$ cat src/rtl/frame_sequencer_pkg.sv
// Shared types and widths for the frame sequencer (state enum, ramp/row/counter widths).
// CONTINUOUS_EN (optional macro) adds back-to-back frame chaining in frame_sequencer.
package frame_sequencer_pkg;

    localparam int RAMP_W = 8;
    localparam int ROW_W  = 2;
    localparam int CNT_W  = 8;

    typedef enum logic [2:0] {
        ST_IDLE,
        ST_ERASE,
        ST_EXPOSE,
        ST_CONVERT,
        ST_READ,
        ST_DONE
    } state_t;

endpackage

$ cat src/rtl/frame_sequencer_if.sv
// Control/status bundle between a frame host (master) and the frame sequencer (slave).
// CONTINUOUS_EN does not change this bundle; cont is a separate port on the sequencer.
interface frame_sequencer_if;
    import frame_sequencer_pkg::*;

    // Handshake: start is a level request the sequencer samples only while busy=0;
    // busy=1 means any start is ignored. abort is honoured in every busy state.
    logic              start;
    logic              abort;
    logic              expose_finished;
    logic              erase;
    logic              expose_enable;
    logic              convert;
    logic [RAMP_W-1:0] ramp;
    logic              read_en;
    logic [ROW_W-1:0]  read_row;
    logic              busy;
    logic              frame_done;

    modport master (
        output start, abort, expose_finished,
        input  erase, expose_enable, convert, ramp, read_en, read_row, busy, frame_done
    );

    modport slave (
        input  start, abort, expose_finished,
        output erase, expose_enable, convert, ramp, read_en, read_row, busy, frame_done
    );

endinterface

$ cat src/rtl/frame_sequencer_phase_counter.sv
// Loadable down-counter with zero flag; times the ERASE, CONVERT and READ phases.
// Unaffected by CONTINUOUS_EN.
module phase_counter
    import frame_sequencer_pkg::*;
(
    input  logic             clk,
    input  logic             reset,
    input  logic             load,
    input  logic [CNT_W-1:0] load_value,
    input  logic             dec,
    output logic             zero
);

    logic [CNT_W-1:0] count;

    always_ff @(posedge clk) begin
        if (reset) begin
            count <= '0;
        end else if (load) begin
            count <= load_value;
        end else if (dec && count != '0) begin
            count <= count - 1'b1;
        end
    end

    assign zero = (count == '0);

endmodule

$ cat src/rtl/frame_sequencer.sv
// Image-sensor frame sequencer: erase, expose, ADC ramp convert, row read, done pulse.
// Define CONTINUOUS_EN to add the cont input, which chains DONE straight into a new ERASE.
module frame_sequencer
    import frame_sequencer_pkg::*;
#(
    parameter int ERASE_CYCLES   = 5,
    parameter int CONVERT_CYCLES = 255,
    parameter int NROWS          = 2
) (
    input  logic clk,
    input  logic reset,
`ifdef CONTINUOUS_EN
    input  logic cont,
`endif
    frame_sequencer_if.slave bus,
    output state_t state_dbg
);

    // Counter loads are "cycles - 1": the phase ends on the cycle the counter reads zero.
    localparam logic [CNT_W-1:0] ERASE_LOAD   = CNT_W'(ERASE_CYCLES - 1);
    localparam logic [CNT_W-1:0] CONVERT_LOAD = CNT_W'(CONVERT_CYCLES - 1);
    localparam logic [CNT_W-1:0] READ_LOAD    = CNT_W'(NROWS - 1);

    state_t            state, next_state;
    logic              cnt_load, cnt_dec, cnt_zero;
    logic [CNT_W-1:0]  cnt_value;
    logic              cont_req;

    logic              erase_q, expose_q, convert_q, read_en_q, busy_q, done_q;
    logic [RAMP_W-1:0] ramp_q;
    logic [ROW_W-1:0]  row_q;

`ifdef CONTINUOUS_EN
    assign cont_req = cont;
`else
    assign cont_req = 1'b0;
`endif

    phase_counter u_phase_counter (
        .clk        (clk),
        .reset      (reset),
        .load       (cnt_load),
        .load_value (cnt_value),
        .dec        (cnt_dec),
        .zero       (cnt_zero)
    );

    always_comb begin
        next_state = state;
        cnt_load   = 1'b0;
        cnt_dec    = 1'b0;
        cnt_value  = '0;
        unique case (state)
            ST_IDLE: begin
                if (bus.start && !bus.abort) begin
                    next_state = ST_ERASE;
                    cnt_load   = 1'b1;
                    cnt_value  = ERASE_LOAD;
                end
            end
            ST_ERASE: begin
                if (cnt_zero) next_state = ST_EXPOSE;
                else          cnt_dec    = 1'b1;
            end
            ST_EXPOSE: begin
                if (bus.expose_finished) begin
                    next_state = ST_CONVERT;
                    cnt_load   = 1'b1;
                    cnt_value  = CONVERT_LOAD;
                end
            end
            ST_CONVERT: begin
                if (cnt_zero) begin
                    next_state = ST_READ;
                    cnt_load   = 1'b1;
                    cnt_value  = READ_LOAD;
                end else begin
                    cnt_dec = 1'b1;
                end
            end
            ST_READ: begin
                if (cnt_zero) next_state = ST_DONE;
                else          cnt_dec    = 1'b1;
            end
            ST_DONE: begin
                if (cont_req) begin
                    next_state = ST_ERASE;
                    cnt_load   = 1'b1;
                    cnt_value  = ERASE_LOAD;
                end else begin
                    next_state = ST_IDLE;
                end
            end
            default: next_state = ST_IDLE;
        endcase
        // Abort overrides every busy-state decision, including a chained restart.
        if (state != ST_IDLE && bus.abort) begin
            next_state = ST_IDLE;
            cnt_load   = 1'b1;
            cnt_value  = '0;
        end
    end

    // Outputs are registered from next_state so they line up with the state they describe.
    always_ff @(posedge clk) begin
        if (reset) begin
            state     <= ST_IDLE;
            erase_q   <= 1'b0;
            expose_q  <= 1'b0;
            convert_q <= 1'b0;
            ramp_q    <= '0;
            read_en_q <= 1'b0;
            row_q     <= '0;
            busy_q    <= 1'b0;
            done_q    <= 1'b0;
        end else begin
            state     <= next_state;
            erase_q   <= (next_state == ST_ERASE);
            expose_q  <= (next_state == ST_EXPOSE);
            convert_q <= (next_state == ST_CONVERT);
            ramp_q    <= (state == ST_CONVERT && next_state == ST_CONVERT) ? ramp_q + 1'b1 : '0;
            read_en_q <= (next_state == ST_READ);
            row_q     <= (state == ST_READ && next_state == ST_READ) ? row_q + 1'b1 : '0;
            busy_q    <= (next_state != ST_IDLE);
            done_q    <= (next_state == ST_DONE);
        end
    end

    assign bus.erase         = erase_q;
    assign bus.expose_enable = expose_q;
    assign bus.convert       = convert_q;
    assign bus.ramp          = ramp_q;
    assign bus.read_en       = read_en_q;
    assign bus.read_row      = row_q;
    assign bus.busy          = busy_q;
    assign bus.frame_done    = done_q;
    assign state_dbg         = state;

endmodule

$ cat src/flat_wrapper.sv
// flat-port wrapper written by rule: the top's interface ports become plain ports
module frame_sequencer_flat import frame_sequencer_pkg::*;
#(
    parameter int ERASE_CYCLES   = 5,
    parameter int CONVERT_CYCLES = 255,
    parameter int NROWS          = 2
)
  (clk, reset, state_dbg, bus_start, bus_abort, bus_expose_finished, bus_erase, bus_expose_enable, bus_convert, bus_ramp, bus_read_en, bus_read_row, bus_busy, bus_frame_done);
  frame_sequencer_if bus_i ();
  input  logic clk;
  input  logic reset;
  output state_t state_dbg;
  input wire logic [$bits(bus_i.start)-1:0] bus_start;
  input wire logic [$bits(bus_i.abort)-1:0] bus_abort;
  input wire logic [$bits(bus_i.expose_finished)-1:0] bus_expose_finished;
  output wire logic [$bits(bus_i.erase)-1:0] bus_erase;
  output wire logic [$bits(bus_i.expose_enable)-1:0] bus_expose_enable;
  output wire logic [$bits(bus_i.convert)-1:0] bus_convert;
  output wire logic [$bits(bus_i.ramp)-1:0] bus_ramp;
  output wire logic [$bits(bus_i.read_en)-1:0] bus_read_en;
  output wire logic [$bits(bus_i.read_row)-1:0] bus_read_row;
  output wire logic [$bits(bus_i.busy)-1:0] bus_busy;
  output wire logic [$bits(bus_i.frame_done)-1:0] bus_frame_done;
  assign bus_i.start = bus_start;
  assign bus_i.abort = bus_abort;
  assign bus_i.expose_finished = bus_expose_finished;
  assign bus_erase = bus_i.erase;
  assign bus_expose_enable = bus_i.expose_enable;
  assign bus_convert = bus_i.convert;
  assign bus_ramp = bus_i.ramp;
  assign bus_read_en = bus_i.read_en;
  assign bus_read_row = bus_i.read_row;
  assign bus_busy = bus_i.busy;
  assign bus_frame_done = bus_i.frame_done;
  frame_sequencer #(.ERASE_CYCLES(ERASE_CYCLES), .CONVERT_CYCLES(CONVERT_CYCLES), .NROWS(NROWS)) u_core (.clk(clk), .reset(reset), .bus(bus_i), .state_dbg(state_dbg));
endmodule
$ cat config.mk
export PLATFORM = sky130hd
export DESIGN_NAME = frame_sequencer_flat
export DESIGN_NICKNAME = d
export VERILOG_FILES = /design/src/rtl/frame_sequencer_pkg.sv /design/src/rtl/frame_sequencer_if.sv /design/src/rtl/frame_sequencer_phase_counter.sv /design/src/rtl/frame_sequencer.sv /design/src/flat_wrapper.sv
export SDC_FILE = /design/constraint.sdc
export NUM_CORES = 1
export LEC_CHECK = 0
export CAP_MARGIN = 20
export CORE_MARGIN = 2
export CORE_UTILIZATION = 45
export CTS_CLUSTER_DIAMETER = 30
export DETAILED_ROUTE_END_ITERATION = 6
export PLACE_DENSITY_LB_ADDON = 0.05
export RECOVER_POWER = 25
export SYNTH_ARGS = -nofsm -noshare
export SYNTH_HDL_FRONTEND = slang
export SYNTH_SLANG_ARGS = --single-unit
$ cat constraint.sdc
create_clock -name clk -period 1.82 [get_ports clk]
set_input_delay 0.364 -clock clk [delete_from_list [all_inputs] [get_ports clk]]
set_output_delay 0.364 -clock clk [all_outputs]
set_load 0.01 [all_outputs]
* Word-level counts from Yosys, hierarchy flattened
Cells that the tools add are included.
** Cells by class
- $add $sub $neg :: 3
- Equality and inequality tests :: 9
- Multiplexer cells :: 21
- Bitwise gates (word level) :: 2
- Reduce and logical (&&, ||, !) cells :: 15
** Operators with widths (count)
- two-way mux 8 bit :: 4
- case mux 8 bit (3 select lines) :: 1
- two-way mux 3 bit :: 7
- case mux 3 bit (5 select lines) :: 1
- == test 3 x 2 -> 1 bit (second input constant) :: 4
- == test 3 bit (second input constant) :: 3
- adder 8 x 1 -> 8 bit (second input constant) :: 1
- logical NOT 8 bit :: 1
- nonzero test 8 bit :: 1
- subtractor 8 x 1 -> 8 bit (second input constant) :: 1
- two-way mux 1 bit :: 7
- == test 3 x 1 -> 1 bit (second input constant) :: 2
- nonzero test 3 bit :: 2
- logical AND 1 bit :: 5
- OR reduction 2 bit :: 2
- logical NOT 3 bit :: 1
- case mux 1 bit (3 select lines) :: 1
- OR reduction 3 bit :: 1
- adder 2 x 1 -> 2 bit (second input constant) :: 1
- inverter 1 bit :: 2
- nonzero test 2 bit :: 1
- logical NOT 1 bit :: 1
** Word-level totals
- Flip-flop bits (word level) :: 27
- Input port bits :: 5

* Depth between registers and ports, before layout
- Depth after elaboration :: 9
- Depth in mapped cells :: 7
- Mapped depth without buffers :: 7

* Modules after synthesis
Synthesis repeated with hierarchy kept, for this count alone.
** Second synthesis, totals
- Cell total of the unflattened synthesis :: 157
- Area, all modules :: 1395.1 um2
** Modules (own cells, without submodules)
- frame_sequencer :: instances 1, cells an instance 98, area each 879.6 um2, seq. area each 380.4 um2
- phase_counter :: instances 1, cells an instance 59, area each 515.5 um2, seq. area each 160.2 um2

* Worst setup path before layout
Ideal clock, no wire load.
- Path type :: register to register
- Start point :: register u_core.u_phase_counter.count[0]
- End point :: register u_core.erase_q, in the netlist u_core.bus.erase
- Data arrival time :: 1763 ps
- Path slack :: -43 ps
- Stages on the path, launching flop included :: 7
- Path buffers :: 0
- Clock period less this slack :: 1863 ps
- Cells stage by stage :: dfxtp_1 inv_1 ha_1 or4b_4 nor3_4 o311ai_4 a2111oi_4
** On the way
- Longest elaborated chain between the ends :: 5
- Elaborated cells between the ends (all ways) :: 7
** Ends and longest elaborated chain
- start: declaration :: line frame_sequencer_phase_counter.sv:14 : logic [CNT_W-1:0] count;
- start signal: assignment :: line frame_sequencer_phase_counter.sv:20 : count <= load_value;
- start signal: assignment :: line frame_sequencer_phase_counter.sv:22 : count <= count - 1'b1;
- logical NOT 8 bit * :: line frame_sequencer_phase_counter.sv:26 : assign zero = (count == '0);
- two-way mux 3 bit, on equally long branches :: line frame_sequencer.sv:82, frame_sequencer.sv:62, frame_sequencer.sv:73
- case mux 3 bit (5 select lines) * :: line frame_sequencer.sv:53 : unique case (state)
- two-way mux 3 bit * :: line frame_sequencer.sv:97 : if (state != ST_IDLE && bus.abort) begin
- == test 3 x 1 -> 1 bit * :: line frame_sequencer.sv:118 : erase_q <= (next_state == ST_ERASE);
- end signal: assignment :: line frame_sequencer.sv:118
- end: declaration :: line frame_sequencer.sv:29 : logic erase_q, expose_q, convert_q, read_en_q, busy_q, done_q;
Mark *: on every way between the ends. The rest lies on a longest branch, timed or not.
A chain may end at the register's enable or synchronous reset.

* Final worst setup path
- Start point :: register u_core.u_phase_counter.count[1]
- End point :: register u_core.read_en_q, in the netlist u_core.bus.read_en
** On the way
- Longest elaborated chain between the ends :: 5
- Elaborated cells between the ends (all ways) :: 7
** Ends and longest elaborated chain
- logical NOT 8 bit * :: line frame_sequencer_phase_counter.sv:26
- two-way mux 3 bit, on equally long branches :: line frame_sequencer.sv:82, frame_sequencer.sv:62, frame_sequencer.sv:73
- case mux 3 bit (5 select lines) * :: line frame_sequencer.sv:53
- two-way mux 3 bit * :: line frame_sequencer.sv:97
- == test 3 bit * :: line frame_sequencer.sv:122 : read_en_q <= (next_state == ST_READ);
- end signal: assignment :: line frame_sequencer.sv:122
- end: declaration :: line frame_sequencer.sv:29
Marked as above.

==> metrics list <==
* Result of the run: finished, violations left
* Violations in the final reports: setup timing
- Input and output buffers added on the ports amount to 23.
- For the pin with the worst max-slew slack, the measured transition is 0.378 ns.
- All-layer global routing usage: 21.8%
- Clock tree from TritonCTS: yes
- The initial utilization of the core area, before any placement, comes to 47.0%.
* Die Outline Area: 3660 um^2
- The final critical path takes up 101% of the cycle.
- Hold repair after CTS inserted 0 buffers.
- From bottom edge to top edge, the die measures 60.5 um.
- The worst setup path is captured at a flip-flop.
- The via count of the first global-routing pass was 1,388.
- Worst slew margin: 74.8%
* Weighted congestion at the end of routability-driven global placement: 0.832
- Hpwl dp: 2630 um
- Largest incremental delay on the critical path: 0.52 ns
- Syn nets: 171
- Combinational Power Share: 49.5%
* Mean instance size in the synthesized netlist: 8.75 um^2
- PwrDens: 875 nW/um^2
- The filler cells instantiated in the layout total 239.
- Counting both buffers and inverters, the worst setup path holds a total of 2.
- Yosys printed 0 warnings.
- DR DRC count: 0
- For this design the static power due to leakage is 0.912 nW.
- Fraction of the yosys area taken by sequential cells: 37.7%
* Category of cells accounting for the largest share of critical-path delay: simple AND/OR/NAND/NOR gates
- In this run the most critical hold path is launched from bus_abort.
* Required time worst endpoint: 2.06 ns
- Detailed-route wire length: 3760 um
- Clock tree sinks: 27
- GRT Max-Usage Layer: met2
* Max-cap violations: 0
- The signal on the critical path passes through inv_2, ha_4, or4b_4, nor3_4, o311ai_4, buf_6, nor2b_1.
- For this run, the top clock speed supported by timing is 542 MHz.
- Mapped Area: 1440 um^2
* Source-to-sink clock delay at the later pin of the worst-skew pair: 0.33 ns
* Portion of total power attributed to sequential cells: 36.5%
- After layout, the design draws a total of 1.91 mW.
* Remaining global-route overflow: 0
- Chip width: 60.5 um
- The worst setup path is of the flip-flop to flip-flop kind.
- Synthesis inferred 27 register bits.
- GR Util met2: 36.8%
- In this run the core area contains 20 standard-cell rows.
* Vias post-DR: 1,442
* Number of H-tree levels: 1
- Clock tree skew after final layout: 0.00566 ns
- Post-synth EDFFs: 0
* FF/Latch Area: 554 um^2
* Met1 Resource Use GR: 28.2%
* Mean number of vias per cell: 5.28
* Final number of setup-violating endpoints: 2
* Internal cell power: 1.20 mW
- For this design the total switching power over the nets is 0.708 mW.
- The number of different library cells used by synthesis comes to 46.
- Number of routed nets with antenna violations: 0
- The min-delay analysis places its worst path in the category input pin to flip-flop.
- The first global-routing pass estimated 6060 um of wire.
- Clock power share: 14.0%
- Fin crit period: 1.85 ns
- The max-slew violation count was 0.
- Largest net degree at the start of global routing: 15
* Worst Setup Start Kind: flip-flop
- Net switching is 37.0% of the power.
- The region available for standard cell placement spans 3050 um^2.
- Clock Tree Root: clkbuf_4
- Share of async-settable or async-resettable flops after synthesis: 0%
- The worst-case IR drop observed on VDD is 536 uV.
* Length of the first detailed-routing pass in iterations: 4
- Tracing the worst setup path back leads to its startpoint at u_core.u_phase_counter.count[1].
- Slowest stage cell, crit path: or4b_4
* Met3 Use GR: 3.20%
* Post-route setup slack: -0.0255 ns
- For this block, the initial DRC count from the detailed router was 53.
* Share of final-layout standard cells stronger than drive strength 1: 33.2%
* Routed length per placed instance: 13.8 um
- 24 I/O pins were placed.
- The cell count after synthesis came out at 164.
* Number of buffers on the longest clock path: 2
* Total clock buffers created by CTS: 3
- Number of antenna violations at the first check in global routing: 0
* Setup repair after global routing missed its margin: true
* Startpoint of the worst register-to-register path: u_core.u_phase_counter.count[1]
* Final sum of negative setup slack: -0.0315 ns
- After the last flow step, the layout net total stands at 237.
- Area delta synth->final: 52.3%
* Top FF cell, synth: dfxtp_1
* Crit path DAT: 2.09 ns
- Multi-input gate area: 948 um^2
- The number of antenna diodes in the final layout is 0.
- Post-CTS clock slew at the launch and capture registers of the worst setup and hold paths: 0.15 ns
- Largest fanout on the critical path: 4
* Endpoints failing hold: 0
## cells in the final DEF (no fill, tap or decap), types with 2 or more instances in the layout
| cell | instances |
|---|---|
| a21oi_1 | 2 |
| clkbuf_4 | 3 |
| a31oi_1 | 3 |
| nor2b_1 | 2 |
| dlygate4sd3_1 | 6 |
| or4_1 | 2 |
| dfxtp_2 | 2 |
| dfxtp_4 | 3 |
| nor2_2 | 2 |
| nand3_1 | 10 |
| nor2_1 | 26 |
| o221a_1 | 2 |
| nand2b_1 | 2 |
| a211oi_2 | 2 |
| and3_1 | 4 |
| xnor2_1 | 3 |
| buf_6 | 5 |
| dfxtp_1 | 22 |
| a2111oi_4 | 2 |
| or3_1 | 2 |
| clkdlybuf4s50_1 | 14 |
| xor2_1 | 6 |
| nor4_1 | 2 |
| dlymetal6s2s_1 | 2 |
| or3b_1 | 2 |
| inv_1 | 4 |
| nand2_1 | 9 |
| o22ai_1 | 2 |
| inv_2 | 3 |
| nor3_4 | 2 |
| o21ai_0 | 4 |
| mux2i_1 | 2 |
| nor3_1 | 5 |
| buf_4 | 38 |
| a21oi_2 | 2 |
## Yosys cell counts, drive strengths merged (4+ instances only)
master	count	area, um^2
nor2	28	105
dfxtp	27	541
nand3	12	60.1
nand2	9	33.8
nor3	8	51.3
inv	7	26.3
xor2	6	52.6
a21oi	5	25.0
o21ai	5	28.8
and3	4	25.0
buf	4	22.5
## what timing repair did
item | 4_1_cts | 5_1_grt
gates resized for setup | 20 | 18
pin swaps | 5 | 9
buffers inserted | 5 | 8
setup endpoints to repair | 12 | 12
## worst paths after layout
| kind | to | slack, ns | cells after the start |
|---|---|---|---|
| worst min register to register | u_core.bus.read_row[0] | 0.46 | 1 |
| worst min-delay path | u_core.u_phase_counter.count[2] | 0.43 | 4 |
| worst max-delay path | u_core.bus.read_en | -0.03 | 7 |
| worst max register to register | u_core.bus.read_en | -0.03 | 7 |
## power groups by stage
stage	combinational (mW)	sequential (mW)	clock, mW
after floorplan	0.448	0.707	0
after global placement	0.713	0.706	0
after detailed placement	0.725	0.710	0
after CTS	0.835	0.691	0.280
after global routing	1.02	0.705	0.295
final	0.947	0.697	0.267
## flip-flops by register name, summed over array words and instances, names as in the netlist
| signal | flops |
|---|---|
| u_core.bus.busy | 1 |
| u_core.bus.frame_done | 1 |
| u_core.bus.expose_enable | 1 |
| u_core.bus.erase | 1 |
| u_core.u_phase_counter.count | 8 |
| u_core.bus.read_row | 2 |
| u_core.bus.ramp | 8 |
| u_core.bus.convert | 1 |
| u_core.bus.read_en | 1 |
| u_core.state_dbg | 3 |
## metal layers
metal | wire [um] | part of all wire, % | vias to the layer above
met5 | 0 | 0 | -
met3 | 93 | 2.5 | 2
met1 | 1740 | 46 | 701
met4 | 16 | 0.43 | 0
li1 | - | - | 718
met2 | 1910 | 51 | 21
## logic make-up after synthesis
family	count (synthesis)	share of synthesized area, %
AND/OR/NAND/NOR	82	30.9
AO/OA/AOI/OAI	30	19.1
flip-flops	27	37.7
buffers and inverters	12	3.66
XOR/XNOR	9	5.49
multiplexers	2	1.39
adder cells (fa/ha/maj)	2	1.74
## final cells by class
| class | count | share of cell area (%) |
|---|---|---|
| Tap cell | 44 | 2.52 |
| Inverter | 7 | 1.20 |
| Sequential cell | 27 | 25.4 |
| Timing Repair Buffer | 66 | 26.3 |
| Multi-Input combinational cell | 125 | 43.4 |
| Clock buffer | 4 | 1.20 |
## stage by stage
| step | std cells | setup WS (ns) | hold slack [ns] | utilization [%] | instance area [um^2] |
|---|---|---|---|---|---|
| 2_1_floorplan | 164 | 0.0316 | 0.465 | - | 1440 |
| 3_3_place_gp | 258 | -0.266 | 0.430 | 63.4 | 1940 |
| 3_5_place_dp | 258 | -0.335 | 0.456 | 63.4 | 1940 |
| 4_1_cts | 267 | 0.00247 | 0.484 | 67.7 | 2070 |
| 5_1_grt | 273 | -0.0660 | 0.476 | 71.6 | 2190 |
| 6_report | 273 | -0.0255 | 0.432 | 71.6 | 2190 |
## worst reg2reg max path, cell delays in order, from the launching register on
cell	delay, ns
dfxtp_2	0.35
inv_2	0.07
ha_4	0.14
or4b_4	0.52
nor3_4	0.24
o311ai_4	0.15
buf_6	0.16
nor2b_1	0.12
Power figures use the tool's default switching activity.
